<file path="config.mk">
export PLATFORM = sky130hd
export DESIGN_NAME = seq_accum_alu
export DESIGN_NICKNAME = d
export VERILOG_FILES = /design/src/rtl/seq_accum_alu.sv
export SDC_FILE = /design/constraint.sdc
export NUM_CORES = 1
export LEC_CHECK = 0
export ABC_AREA = 1
export CELL_PAD_IN_SITES_DETAIL_PLACEMENT = 0
export CELL_PAD_IN_SITES_GLOBAL_PLACEMENT = 2
export CORE_MARGIN = 1.5
export CORE_UTILIZATION = 34
export CTS_CLUSTER_DIAMETER = 120
export DETAILED_ROUTE_END_ITERATION = 8
export GPL_ROUTABILITY_DRIVEN = 0
export GPL_TIMING_DRIVEN = 0
export PLACE_DENSITY = 0.84
export RECOVER_POWER = 50
export REMOVE_ABC_BUFFERS = 1
export SYNTH_ARGS = -nofsm -noshare
export SYNTH_HDL_FRONTEND = slang
export SYNTH_SLANG_ARGS = --single-unit
</file>
<file path="constraint.sdc">
create_clock -name CLK -period 2.75 [get_ports CLK]
set_input_delay 0.55 -clock CLK [delete_from_list [all_inputs] [get_ports CLK]]
set_output_delay 0.55 -clock CLK [all_outputs]
set_load 0.03 [all_outputs]
</file>
<file path="src/rtl/seq_accum_alu.sv">
// seq_accum_alu: 2W-bit accumulator ALU with one-cycle ADD/SUB/LOAD/PRESET/RESET
// and W-cycle iterative MUL (shift-add) and DIV/MOD (restoring division).
// The accumulator output only changes when a result is written or on reset.
module seq_accum_alu #(
  parameter int W = 16
) (
  input  logic             CLK,
  input  logic             RST_N,
  input  logic             VALID,
  output logic             READY,
  input  logic [3:0]       OP,
  input  logic [W-1:0]     IN,
  output logic [2*W-1:0]   OUT,
  output logic [1:0]       ERR,
  output logic             DONE
);

  localparam int CNT_W = $clog2(W) + 1;

  typedef enum logic [1:0] {
    ST_IDLE = 2'd0,
    ST_MUL  = 2'd1,
    ST_DIV  = 2'd2
  } state_t;

  state_t             state_q, state_d;
  logic [CNT_W-1:0]   cnt_q, cnt_d;
  logic [W-1:0]       opa_q, opa_d;      // multiplier (shifts right) or dividend/quotient (shifts left)
  logic [W-1:0]       opb_q, opb_d;      // divisor
  logic [2*W-1:0]     mcand_q, mcand_d;  // multiplicand, shifted left each iteration
  logic [2*W-1:0]     prod_q, prod_d;    // partial product
  logic [W-1:0]       rem_q, rem_d;      // partial remainder
  logic               mod_q, mod_d;      // 1: return remainder, 0: return quotient
  logic [2*W-1:0]     out_q, out_d;
  logic [1:0]         err_q, err_d;
  logic               done_q, done_d;

  logic               accept_s;
  logic [W-1:0]       a_s;
  logic [W:0]         sum_s;
  logic [2*W-1:0]     diff_s;
  logic               borrow_s;
  logic [2*W-1:0]     prod_step_s;
  logic [W:0]         rem_sh_s;
  logic [W:0]         trial_s;
  logic               ge_s;
  logic [W-1:0]       rem_step_s;
  logic [W-1:0]       quo_step_s;
  logic               last_s;

  assign accept_s    = VALID && (state_q == ST_IDLE);
  assign a_s         = out_q[W-1:0];
  assign sum_s       = {1'b0, a_s} + {1'b0, IN};
  assign diff_s      = {{W{1'b0}}, a_s} - {{W{1'b0}}, IN};
  assign borrow_s    = (IN > a_s);
  // One shift-add step: the current multiplier bit is opa_q[0].
  assign prod_step_s = opa_q[0] ? (prod_q + mcand_q) : prod_q;
  // One restoring-division step: bring down the next dividend bit, try to subtract.
  assign rem_sh_s    = {rem_q, opa_q[W-1]};
  assign trial_s     = rem_sh_s - {1'b0, opb_q};
  assign ge_s        = ~trial_s[W];
  assign rem_step_s  = ge_s ? trial_s[W-1:0] : rem_sh_s[W-1:0];
  assign quo_step_s  = {opa_q[W-2:0], ge_s};
  assign last_s      = (cnt_q == CNT_W'(W - 1));

  // Next-state, datapath and result selection for all states.
  always_comb begin
    state_d = state_q;
    cnt_d   = cnt_q;
    opa_d   = opa_q;
    opb_d   = opb_q;
    mcand_d = mcand_q;
    prod_d  = prod_q;
    rem_d   = rem_q;
    mod_d   = mod_q;
    out_d   = out_q;
    err_d   = err_q;
    done_d  = 1'b0;
    case (state_q)
      ST_IDLE: begin
        if (accept_s) begin
          done_d = 1'b1;
          case (OP)
            4'b0000: err_d = 2'b00;
            4'b0001: begin
              out_d = {{W{1'b0}}, IN};
              err_d = 2'b00;
            end
            4'b0010: begin
              out_d = {{(W-1){1'b0}}, sum_s};
              err_d = {1'b0, sum_s[W]};
            end
            4'b0011: begin
              out_d = diff_s;
              err_d = {1'b0, borrow_s};
            end
            4'b0100: begin
              done_d  = 1'b0;
              state_d = ST_MUL;
              cnt_d   = {CNT_W{1'b0}};
              prod_d  = {(2*W){1'b0}};
              mcand_d = {{W{1'b0}}, IN};
              opa_d   = a_s;
            end
            4'b0101, 4'b0110: begin
              if (IN == {W{1'b0}}) begin
                // Divide by zero is resolved immediately without iterating.
                out_d = {(2*W){1'b0}};
                err_d = 2'b10;
              end else begin
                done_d  = 1'b0;
                state_d = ST_DIV;
                cnt_d   = {CNT_W{1'b0}};
                opa_d   = a_s;
                opb_d   = IN;
                rem_d   = {W{1'b0}};
                mod_d   = (OP == 4'b0110);
              end
            end
            4'b1110: begin
              out_d = {(2*W){1'b1}};
              err_d = 2'b00;
            end
            4'b1111: begin
              out_d = {(2*W){1'b0}};
              err_d = 2'b00;
            end
            default: err_d = 2'b11;
          endcase
        end else begin
          done_d = 1'b0;
        end
      end
      ST_MUL: begin
        prod_d  = prod_step_s;
        mcand_d = {mcand_q[2*W-2:0], 1'b0};
        opa_d   = {1'b0, opa_q[W-1:1]};
        cnt_d   = cnt_q + CNT_W'(1);
        if (last_s) begin
          out_d   = prod_step_s;
          err_d   = 2'b00;
          done_d  = 1'b1;
          state_d = ST_IDLE;
        end else begin
          state_d = ST_MUL;
        end
      end
      ST_DIV: begin
        rem_d = rem_step_s;
        opa_d = quo_step_s;
        cnt_d = cnt_q + CNT_W'(1);
        if (last_s) begin
          if (mod_q) begin
            out_d = {{W{1'b0}}, rem_step_s};
          end else begin
            out_d = {{W{1'b0}}, quo_step_s};
          end
          err_d   = 2'b00;
          done_d  = 1'b1;
          state_d = ST_IDLE;
        end else begin
          state_d = ST_DIV;
        end
      end
      default: state_d = ST_IDLE;
    endcase
  end

  // State and datapath registers; async reset aborts any operation in flight.
  always_ff @(posedge CLK or negedge RST_N) begin
    if (!RST_N) begin
      state_q <= ST_IDLE;
      cnt_q   <= {CNT_W{1'b0}};
      opa_q   <= {W{1'b0}};
      opb_q   <= {W{1'b0}};
      mcand_q <= {(2*W){1'b0}};
      prod_q  <= {(2*W){1'b0}};
      rem_q   <= {W{1'b0}};
      mod_q   <= 1'b0;
      out_q   <= {(2*W){1'b0}};
      err_q   <= 2'b00;
      done_q  <= 1'b0;
    end else begin
      state_q <= state_d;
      cnt_q   <= cnt_d;
      opa_q   <= opa_d;
      opb_q   <= opb_d;
      mcand_q <= mcand_d;
      prod_q  <= prod_d;
      rem_q   <= rem_d;
      mod_q   <= mod_d;
      out_q   <= out_d;
      err_q   <= err_d;
      done_q  <= done_d;
    end
  end

  assign READY = (state_q == ST_IDLE);
  assign OUT   = out_q;
  assign ERR   = err_q;
  assign DONE  = done_q;

endmodule

</file>
Word level (Yosys, flattened, before mapping)
Index checks and enable logic that the tools add are counted.
Widths: inputs -> output; s select.

storage, ports and cells
  register bits = 155
  input bits = 23
  output and inout port bits = 36
  logic and storage cells = 104

operators by class
  add/sub/neg operators = 5
  order comparisons = 1
  equality and inequality tests = 23
  multiplexer cells = 43
  bitwise operators = 2
  reductions and logical operators = 19

operator list
  cell                count
  $mux 32             9
  $pmux 32 s6         1
  $pmux 32 s2         2
  $mux 16             7
  $pmux 32 s3         1
  $pmux 16 s2         2
  $pmux 16 s3         1
  $add 32x32->32      1
  $pmux 5 s2          2
  $add 16x16->17      1
  $sub 16x16->17      1
  $sub 17x16->17      1
  $gt 16x16->1        1
  $logic_not 16->1    1
  $reduce_and 4->1    4
  $eq 4x3->1 const B  3
  $mux 2              6
  $mux 5              2
  $pmux 2 s5          1
  $eq 4x2->1 const B  2
  $eq 4x4->1 const B  2
  $ne 2x1->1 const B  4
  $ne 2x2->1 const B  4
  $pmux 2 s2          2
  other kinds (22)    32

Longest topological paths before layout
Gate-level depths: netlist of the first run.

  depth after elaboration = 5
  depth in mapped cells = 20
  mapped depth without buffers = 19

Least setup slack after synthesis of the first run
No wires, ideal clock.

  kind = flip-flop to flip-flop
  from = register opa_q[15]
  to = register out_q[9] (netlist: OUT[9])
  library setup time = 0.117 ns
  arrival = 2.141 ns
  required time = 2.633 ns
  slack = 0.491 ns
  stages on the path, launching flop included = 19
  path buffers = 1
  period minus slack after synthesis = 2.259 ns
  cells stage by stage = dfrtp_1 inv_1 ha_1 fa_1 inv_1 nand3_1 nand2_2 nand2_1 nand2_2 nand2_2 nand3_1 nand2_4 buf_12 o21ai_2 nand2_1 nand2_1 nand2_1 nand2_1 nand2_1

on the way
  longest elaborated chain between the ends = 5

RTL lines
  element                 RTL line  text
  from (decl)             28        logic [W-1:0] opa_q, opa_d;
  from (signal assigned)  174       opa_q <= {W{1'b0}};
  from (signal assigned)  186       opa_q <= opa_d;
  $sub 17x16->17          60        assign trial_s = rem_sh_s - {1'b0, opb_q};
  $mux 16                 62        assign rem_step_s = ge_s ? trial_s[W-1:0] : rem_sh_s[W-1:0];
  $mux 16                 153       if (mod_q) begin
  $mux 32                 152       if (last_s) begin
  $pmux 32 s3             79        case (state_q)
  to (signal assigned)    180       out_q <= {(2*W){1'b0}};
  to (signal assigned)    192       out_q <= out_d;
  to (decl)               34        logic [2*W-1:0] out_q, out_d;

No other way between the ends. The select of a mux whose other input is x is not followed.
A chain may end at the register's enable or synchronous reset.

Worst setup path in the final report of the first run
  from = input port IN[6]
  to = register out_q[28] (netlist: OUT[28])

on the way
  longest elaborated chain between the ends = 4
  elaborated cells on any way between the ends = 7
  classes of those cells = add/sub: 1; eq/ne: 1; mux: 3; reduce/logical: 2

RTL lines
  element         RTL line  text
  from (decl)     12        input logic [W-1:0] IN,
  $sub 16x16->17  54        assign diff_s = {{W{1'b0}}, a_s} - {{W{1'b0}}, IN};
  $pmux 32 s6     83        case (OP)
  $mux 32         81        if (accept_s) begin
  $pmux 32 s3     79

Parallel ways exist; a longest one is shown, timed or not. The select of a mux whose other input is x is not followed.

==> results of run 1 <==
## stage by stage
stage / hold WS [ns] / cell area (um^2)
after global routing: 0.502 / 15200
after CTS: 0.490 / 15000
after global placement: 0.467 / 14100
after floorplan: 0.254 / 12900
final: 0.473 / 15200
after detailed placement: 0.470 / 14200
## layer usage
layer | global-route usage [%] | wire length [um]
met5 | 0 | 0
met4 | 6.02 | 1000
met2 | 34.6 | 20000
met1 | 34.0 | 23300
met3 | 3.28 | 2440
## repair_timing
item / CTS / global route
gates resized for setup: 48 / 41
endpoints found under the hold margin: 2 / 0
pin swaps: 3 / 5
endpoints found under the setup margin: 81 / 62
gates cloned: 2 / 2
setup buffers: 3 / 10
hold buffers: 1 / 0
## cell usage in the layout, fill, tap and decap left out, drive strengths merged, types with 2 or more instances in the layout
cell type | Yosys | final
nand2 | 696 | 700
inv | 342 | 345
nand3 | 199 | 199
nor2 | 158 | 158
dfrtp | 155 | 155
o21ai | 131 | 131
a21oi | 128 | 128
ha | 85 | 85
clkdlybuf4s50 | 0 | 27
clkbuf | 39 | 26
o22ai | 19 | 19
dlygate4sd3 | 0 | 17
buf | 35 | 17
o211ai | 16 | 16
nand4 | 16 | 16
o221ai | 14 | 14
o31ai | 12 | 12
nor3 | 10 | 10
xor2 | 9 | 9
xnor2 | 8 | 8
and2 | 7 | 7
o21bai | 5 | 5
dlygate4sd2 | 0 | 5
nor4 | 5 | 5
clkinv | 1 | 5
nand3b | 4 | 4
fa | 4 | 4
a31oi | 3 | 3
clkinvlp | 0 | 3
clkdlybuf4s15 | 0 | 3
bufinv | 0 | 2
or2 | 2 | 2
## how the worst min path moves through the flow
stage / start / to / cells past startpoint
after floorplan: RST_N / DONE$_DFF_PN0_ / 0
after global placement: opb_q[10]$_DFFE_PN0P_ / opb_q[10]$_DFFE_PN0P_ / 2
after detailed placement: RST_N / prod_q[17]$_DFFE_PN0P_ / 1
after CTS: opb_q[9]$_DFFE_PN0P_ / opb_q[9]$_DFFE_PN0P_ / 2
after global routing: IN[8] / mcand_q[8]$_DFFE_PN0P_ / 3
final: IN[5] / mcand_q[5]$_DFFE_PN0P_ / 3
## kinds of logic after synthesis
kind of cell	share of synthesized area [%]
AND/OR/NAND/NOR	34.4
buffers and inverters	12.4
AO/OA/AOI/OAI	14.2
flip-flops	29.3
adder cells (fa/ha/maj)	8.63
XOR/XNOR	1.12
multiplexers	0.0755
## final cells by class
cell class / instances / share of cell area, %
inverters: 343 / 8.58
repair buffers: 76 / 5.09
clock buffers: 20 / 3.07
well taps: 518 / 4.26
clock inverters: 12 / 0.896
multi-input cells: 1539 / 52.6
flip-flops and latches: 155 / 25.5
## worst register-to-register path, stage by stage (launching register included)
cell	delay, ns
dfrtp_1	0.46
inv_1	0.12
ha_1	0.19
inv_1	0.13
fa_2	0.27
nand4_1	0.10
nand2_1	0.17
nand2_1	0.11
nand2_1	0.15
nand3_1	0.08
nand3_1	0.13
nand2_1	0.11
a21oi_4	0.18
buf_12	0.17
a21oi_1	0.10
## power breakdown
part	internal (mW)	switching (mW)
registers	3.16	0.831
logic	3.78	7.98
clock network	1.42	1.08
total	8.36	9.89
## flip-flops by register name (all words and copies together), names as in the netlist
signal	count
mod_q	1
state_q	2
opb_q	16
mcand_q	32
DONE	1
OUT	32
ERR	2
prod_q	32
rem_q	16
opa_q	16
cnt_q	5
==> run metrics, run 1 <==
worst skew pair latency 0.45 ns; die width 200 um; CTS HTree Levels 4; clock slew at reported path FFs 0.08 ns; PwrDens 1200 nW/um^2; RSZ-0062 raised after global routing no; setup TNS 0 ns; final non-filler cell total 2663; TritonRoute pass-1 iters 5; via count 13500; initial DRC count 1103; count of flip-flops with a built-in enable after synthesis 0; Final WS setup 0.162 ns; CP bufs+invs 4; Critical Path Source Type input pin; post-synthesis instance area 13300 um^2; Tot Pwr 18.3 mW; clock sink count 155; Fin. Hold Viols 0; Achievable Freq 386 MHz; Layout Nets 2244; Critical Path RT 3.08 ns; IO Pins 59; Hold Crit Class in2reg; syn_area_per_cell 6.29 um^2; fin util 39.5%; Syn. warnings 0; die height 200 um; outcome finished clean; FF-to-FF setup slack 0.17 ns; # rows 72; top-count cell post-synth nand2_1; sequential share of the synthesized area 29.3%; Synth Register Bits 155; Mapped Cells 2107; Antenna diodes 0; area grow syn2layout 14.8%; fraction of layout instances using a drive strength above 1 6.67%; CTS max path bufs 2; footprint of the multi-input gates 8010 um^2; critical path class in2reg; Post-DP HPWL 34700 um; asr flop ratio synth 100%; top cells by count, synth 681 x nand2_1, 335 x inv_1, 197 x nand3_1, 155 x dfrtp_1, 154 x nor2_1; Place WS -0.993 ns; Avg WL per Cell 17.6 um; Most common cell on crit path nand2_1; pin count of the biggest net entering global routing 111; Max Slew Vio Count 0; R2R depth 14; GRT Util Overall 22.9%; # DRC 0; critical path endpoint OUT[28]$_DFFE_PN0P_; Critical Path Source IN[6]; slew margin rel. 17.3%; Crit path largest cell delay 0.44 ns; Worst path slowest cell ha_2; top cells by area, synth dfrtp_1 29%, nand2_1 19%, inv_1 9.5%; vias per cell 5.05; Final min period 2.59 ns; Detail Route Antenna Nets 0; initial antenna violation count 0; Levels on crit path 15; number of max-cap violations 0; worst slew pin tran 1.24 ns; GRT Residual Overflow 0; area fraction of the dominant cell type after synthesis 29.3%; crit-path cells clkdlybuf4s15_1 > inv_1 > ha_2 > nand2_1 > inv_1 > nand2_1 > nor3_1 > nand2_1 > nand2_1 > nand3_1 > nand3_1 > nand2_1 > a21oi_4 > buf_12 > a21oi_1; initial core utilization 34.4%; port buffer count 58; Post-Route Skew 0.0146 ns; Core Area 38600 um^2; Lkg Pwr 7.83 nW; main flop type after synthesis dfrtp_1; register area 3880 um^2; die area 40200 um^2; total CTS buffers 17; critical path arrival 2.91 ns; setup violators final 0; wirelength, routed 46700 um; endpoint type of the worst setup path flop; CP top delay family simple AND/OR/NAND/NOR gates; Root Buffer clkbuf_16; CTS tree yes; RR Startpoint OUT[0]$_DFFE_PN0P_; final worst path period share 94.1%; critical path peak fanout 15; Worst VDD drop 622 uV; reg2reg end OUT[28]$_DFFE_PN0P_; Unique masters post-synth 49; DP Cell Count 2613; vias in the first global route 12600; Fillers 4270; global-route wire length before repair 72500 um; biggest area consumer among synthesized cells dfrtp_1
No activity file was read; power rests on OpenSTA's default activity.
==> run 2, diff against run 1 <==
--- a/config.mk
+++ b/config.mk
@@ -10,10 +10,10 @@
 export CELL_PAD_IN_SITES_GLOBAL_PLACEMENT = 2
 export CORE_MARGIN = 1.5
 export CORE_UTILIZATION = 34
+export CTS_BUF_LIST = sky130_fd_sc_hd__clkbuf_16
 export CTS_CLUSTER_DIAMETER = 120
 export DETAILED_ROUTE_END_ITERATION = 8
 export GPL_ROUTABILITY_DRIVEN = 0
-export GPL_TIMING_DRIVEN = 0
 export PLACE_DENSITY = 0.84
 export RECOVER_POWER = 50
 export REMOVE_ABC_BUFFERS = 1
==> run 2 against run 1 <==
  * Sequential power is 4% lower
  * Flip-flop and latch count stayed put
  * Clock power rose by 4%
  * Count of clock-buffer cells in the layout shrank 3
  * Global-route usage is 0.86 points higher
  * Combinational power up 8%
  * Critical path depth decreased by 2
  * Fmax down 1.4%
  * Clock skew increased by 0.0028 ns
  * Register-to-register slack hardly changed
  * Sequential share of layout area is 1.4 points lower
  * Critical endpoint is now state_q[0]$_DFFE_PN0P_
==> run metrics, run 2 (synthesis results as in run 1) <==
IO Pins 59 (unchanged); sw frac 52.5% (was 54.2%); worst slew pin tran 1.42 ns (was 1.24 ns); vias in the first global route 13100 (was 12600); CTS HTree Levels 4 (unchanged); most frequent cells in the layout 678 x nand2_1, 335 x inv_1, 196 x nand3_1, 155 x dfrtp_1, 153 x nor2_1 (was 674 x nand2_1, 328 x inv_1, 195 x nand3_1, 154 x dfrtp_1, 154 x nor2_1); initial core utilization 34.4% (unchanged); Achievable Freq 381 MHz (was 386 MHz); pin count of the biggest net entering global routing 54 (was 111); Lkg Pwr 8.46 nW (was 7.83 nW); Detail Route Antenna Nets 0 (unchanged); setup TNS 0 ns (unchanged); FF-to-FF setup slack 0.18 ns (was 0.17 ns); slew margin rel. 5.32% (was 17.3%); power share of the clock group 13.5% (was 13.7%); Gate power share 66.6% (was 64.4%); RSZ-0062 raised after global routing no (unchanged); global-route wire length before repair 74900 um (was 72500 um); fraction of layout instances using a drive strength above 1 10.6% (was 6.67%); setup violators final 0 (unchanged); worst skew pair latency 0.45 ns (about the same); GRT Util Overall 23.8% (was 22.9%); R2R depth 20 (was 14); Layout Nets 2379 (was 2244); GR peak layer met1 (was met2); vias per cell 4.98 (was 5.05); total CTS buffers 17 (unchanged); cts hold-fix bufs 0 (was 1); Post-Route Skew 0.0174 ns (was 0.0146 ns); die area 40200 um^2 (unchanged); Critical Path Source Type input pin (unchanged); reg2reg end OUT[14]$_DFFE_PN0P_ (was OUT[28]$_DFFE_PN0P_); Final WS setup 0.125 ns (was 0.162 ns); initial DRC count 1030 (was 1103); Int Pwr 9.13 mW (was 8.36 mW); critical path arrival 2.94 ns (was 2.91 ns); clock sink count 155 (unchanged); number of max-cap violations 0 (unchanged); Final min period 2.63 ns (was 2.59 ns); met1 Track Usage GR 36.5% (was 34.0%); # DRC 0 (unchanged); footprint of the multi-input gates 7800 um^2 (was 8010 um^2); DP Cell Count 2760 (was 2613); Fin. Hold Viols 0 (unchanged); Hold Crit Class in2async (was in2reg); Fillers 4262 (was 4270); clock slew at reported path FFs 0.07 ns (was 0.08 ns); Sw Pwr 10.1 mW (was 9.89 mW); via count 13900 (was 13500); port buffer count 58 (unchanged); commonest non-fill, non-tap cell in the layout nand2_1 (unchanged); M3 GR Usage 2.91% (was 3.28%); Post-DP HPWL 37600 um (was 34700 um); PwrDens 1190 nW/um^2 (was 1200 nW/um^2); die width 200 um (unchanged); Critical Path Source IN[0] (was IN[6]); Root Buffer clkbuf_16 (unchanged); RR Startpoint opa_q[15]$_DFFE_PN0P_ (was OUT[0]$_DFFE_PN0P_); Core Area 38600 um^2 (unchanged); share of power burned in registers 20.0% (was 21.9%); CTS tree yes (unchanged); die height 200 um (unchanged); Avg WL per Cell 17.0 um (was 17.6 um); GRT Residual Overflow 0 (unchanged); Antenna diodes 0 (unchanged); met2 Track Usage GR 34.6% (about the same); endpoint type of the worst setup path flop (unchanged); Place WS -0.274 ns (was -0.993 ns); Max Slew Vio Count 0 (unchanged); final worst path period share 95.5% (was 94.1%); CTS max path bufs 2 (unchanged); critical path class in2reg (unchanged); Worst VDD drop 600 uV (was 622 uV); area grow syn2layout 21.4% (was 14.8%); wirelength, routed 47700 um (was 46700 um); initial antenna violation count 1 (was 0); Critical Path RT 3.07 ns (was 3.08 ns); outcome finished clean (unchanged); register area 3880 um^2 (about the same); TritonRoute pass-1 iters 7 (was 5); critical path peak fanout 32 (was 15); final non-filler cell total 2798 (was 2663); # rows 72 (unchanged)
-- run 2: cell count changes in the layout (fill, tap and decap cells not counted), moves of 4 or more --
cell             previous run  this run
buf_4                      10       141
ha_1                       68        83
dlygate4sd3_1              17         8
dlygate4sd2_1               5         0
ha_2                       14         2
nand2_1                   674       678
inv_1                     328       335
clkdlybuf4s50_1            27        49
nand2_4                     7         2
-- run 2: how the worst max path moves through the flow --
stage                         endpoint  slack (ns)  cells past startpoint
3_3_place_gp     opa_q[15]$_DFFE_PN0P_       -0.33                     13
3_5_place_dp       OUT[21]$_DFFE_PN0P_       -0.27                     15
2_1_floorplan  mcand_q[16]$_DFFE_PN0P_       -0.83                      6
4_1_cts             OUT[6]$_DFFE_PN0P_      0.0005                     20
5_1_grt            OUT[28]$_DFFE_PN0P_       0.002                     14
6_report        state_q[0]$_DFFE_PN0P_        0.12                     13
-- run 2: what timing repair did --
| action | 4_1_cts | 5_1_grt |
|---|---|---|
| endpoints found under the setup margin | 0 | 24 |
| gates resized for setup | 0 | 14 |
| setup buffers | 0 | 4 |
-- run 2: metal layers --
layer	up-vias	share of wire, %
li1	7038	-
met1	6442	51
met2	386	42
met3	58	5.2
met4	0	2.4
met5	-	0
-- run 2: cell type report --
type | instances | share of cell area [%]
Clock inverter | 15 | 1.24
Clock buffer | 17 | 2.64
Sequential cell | 155 | 24.1
Multi-Input combinational cell | 1536 | 48.5
Inverter | 343 | 8.00
Timing Repair Buffer | 214 | 11.5
Tap cell | 518 | 4.03
-- run 2: power groups by stage --
stage	clock network, mW	logic (mW)	registers, mW
after detailed placement	0	12.7	3.85
after CTS	2.63	12.8	3.82
after global placement	0	12.6	3.83
final	2.59	12.8	3.83
after floorplan	0	7.20	4.24
after global routing	2.74	14.2	3.94
-- run 2: per-stage QoR --
step | hold slack, ns | utilization (%) | power [mW] | cell area (um^2)
floorplan | 0.254 | - | 11.4 | 12900
global placement | 0.467 | 40.0 | 16.5 | 15400
detailed placement | 0.475 | 40.0 | 16.6 | 15400
CTS | 0.0699 | 41.6 | 19.2 | 16000
global route | 0.518 | 41.7 | 20.9 | 16100
finish | 0.411 | 41.7 | 19.2 | 16100
-- run 2: critical path, cell delays in order --
cell and delay [ns]:
clkdlybuf4s50_1 0.47, buf_4 0.17, nor4_1 0.59, buf_4 0.22, nand4_1 0.13, buf_4 0.18
nand2_1 0.07, nand2_1 0.08, nand3b_2 0.10, inv_2 0.06, buf_12 0.16, nand2_1 0.07
o21ai_0 0.08
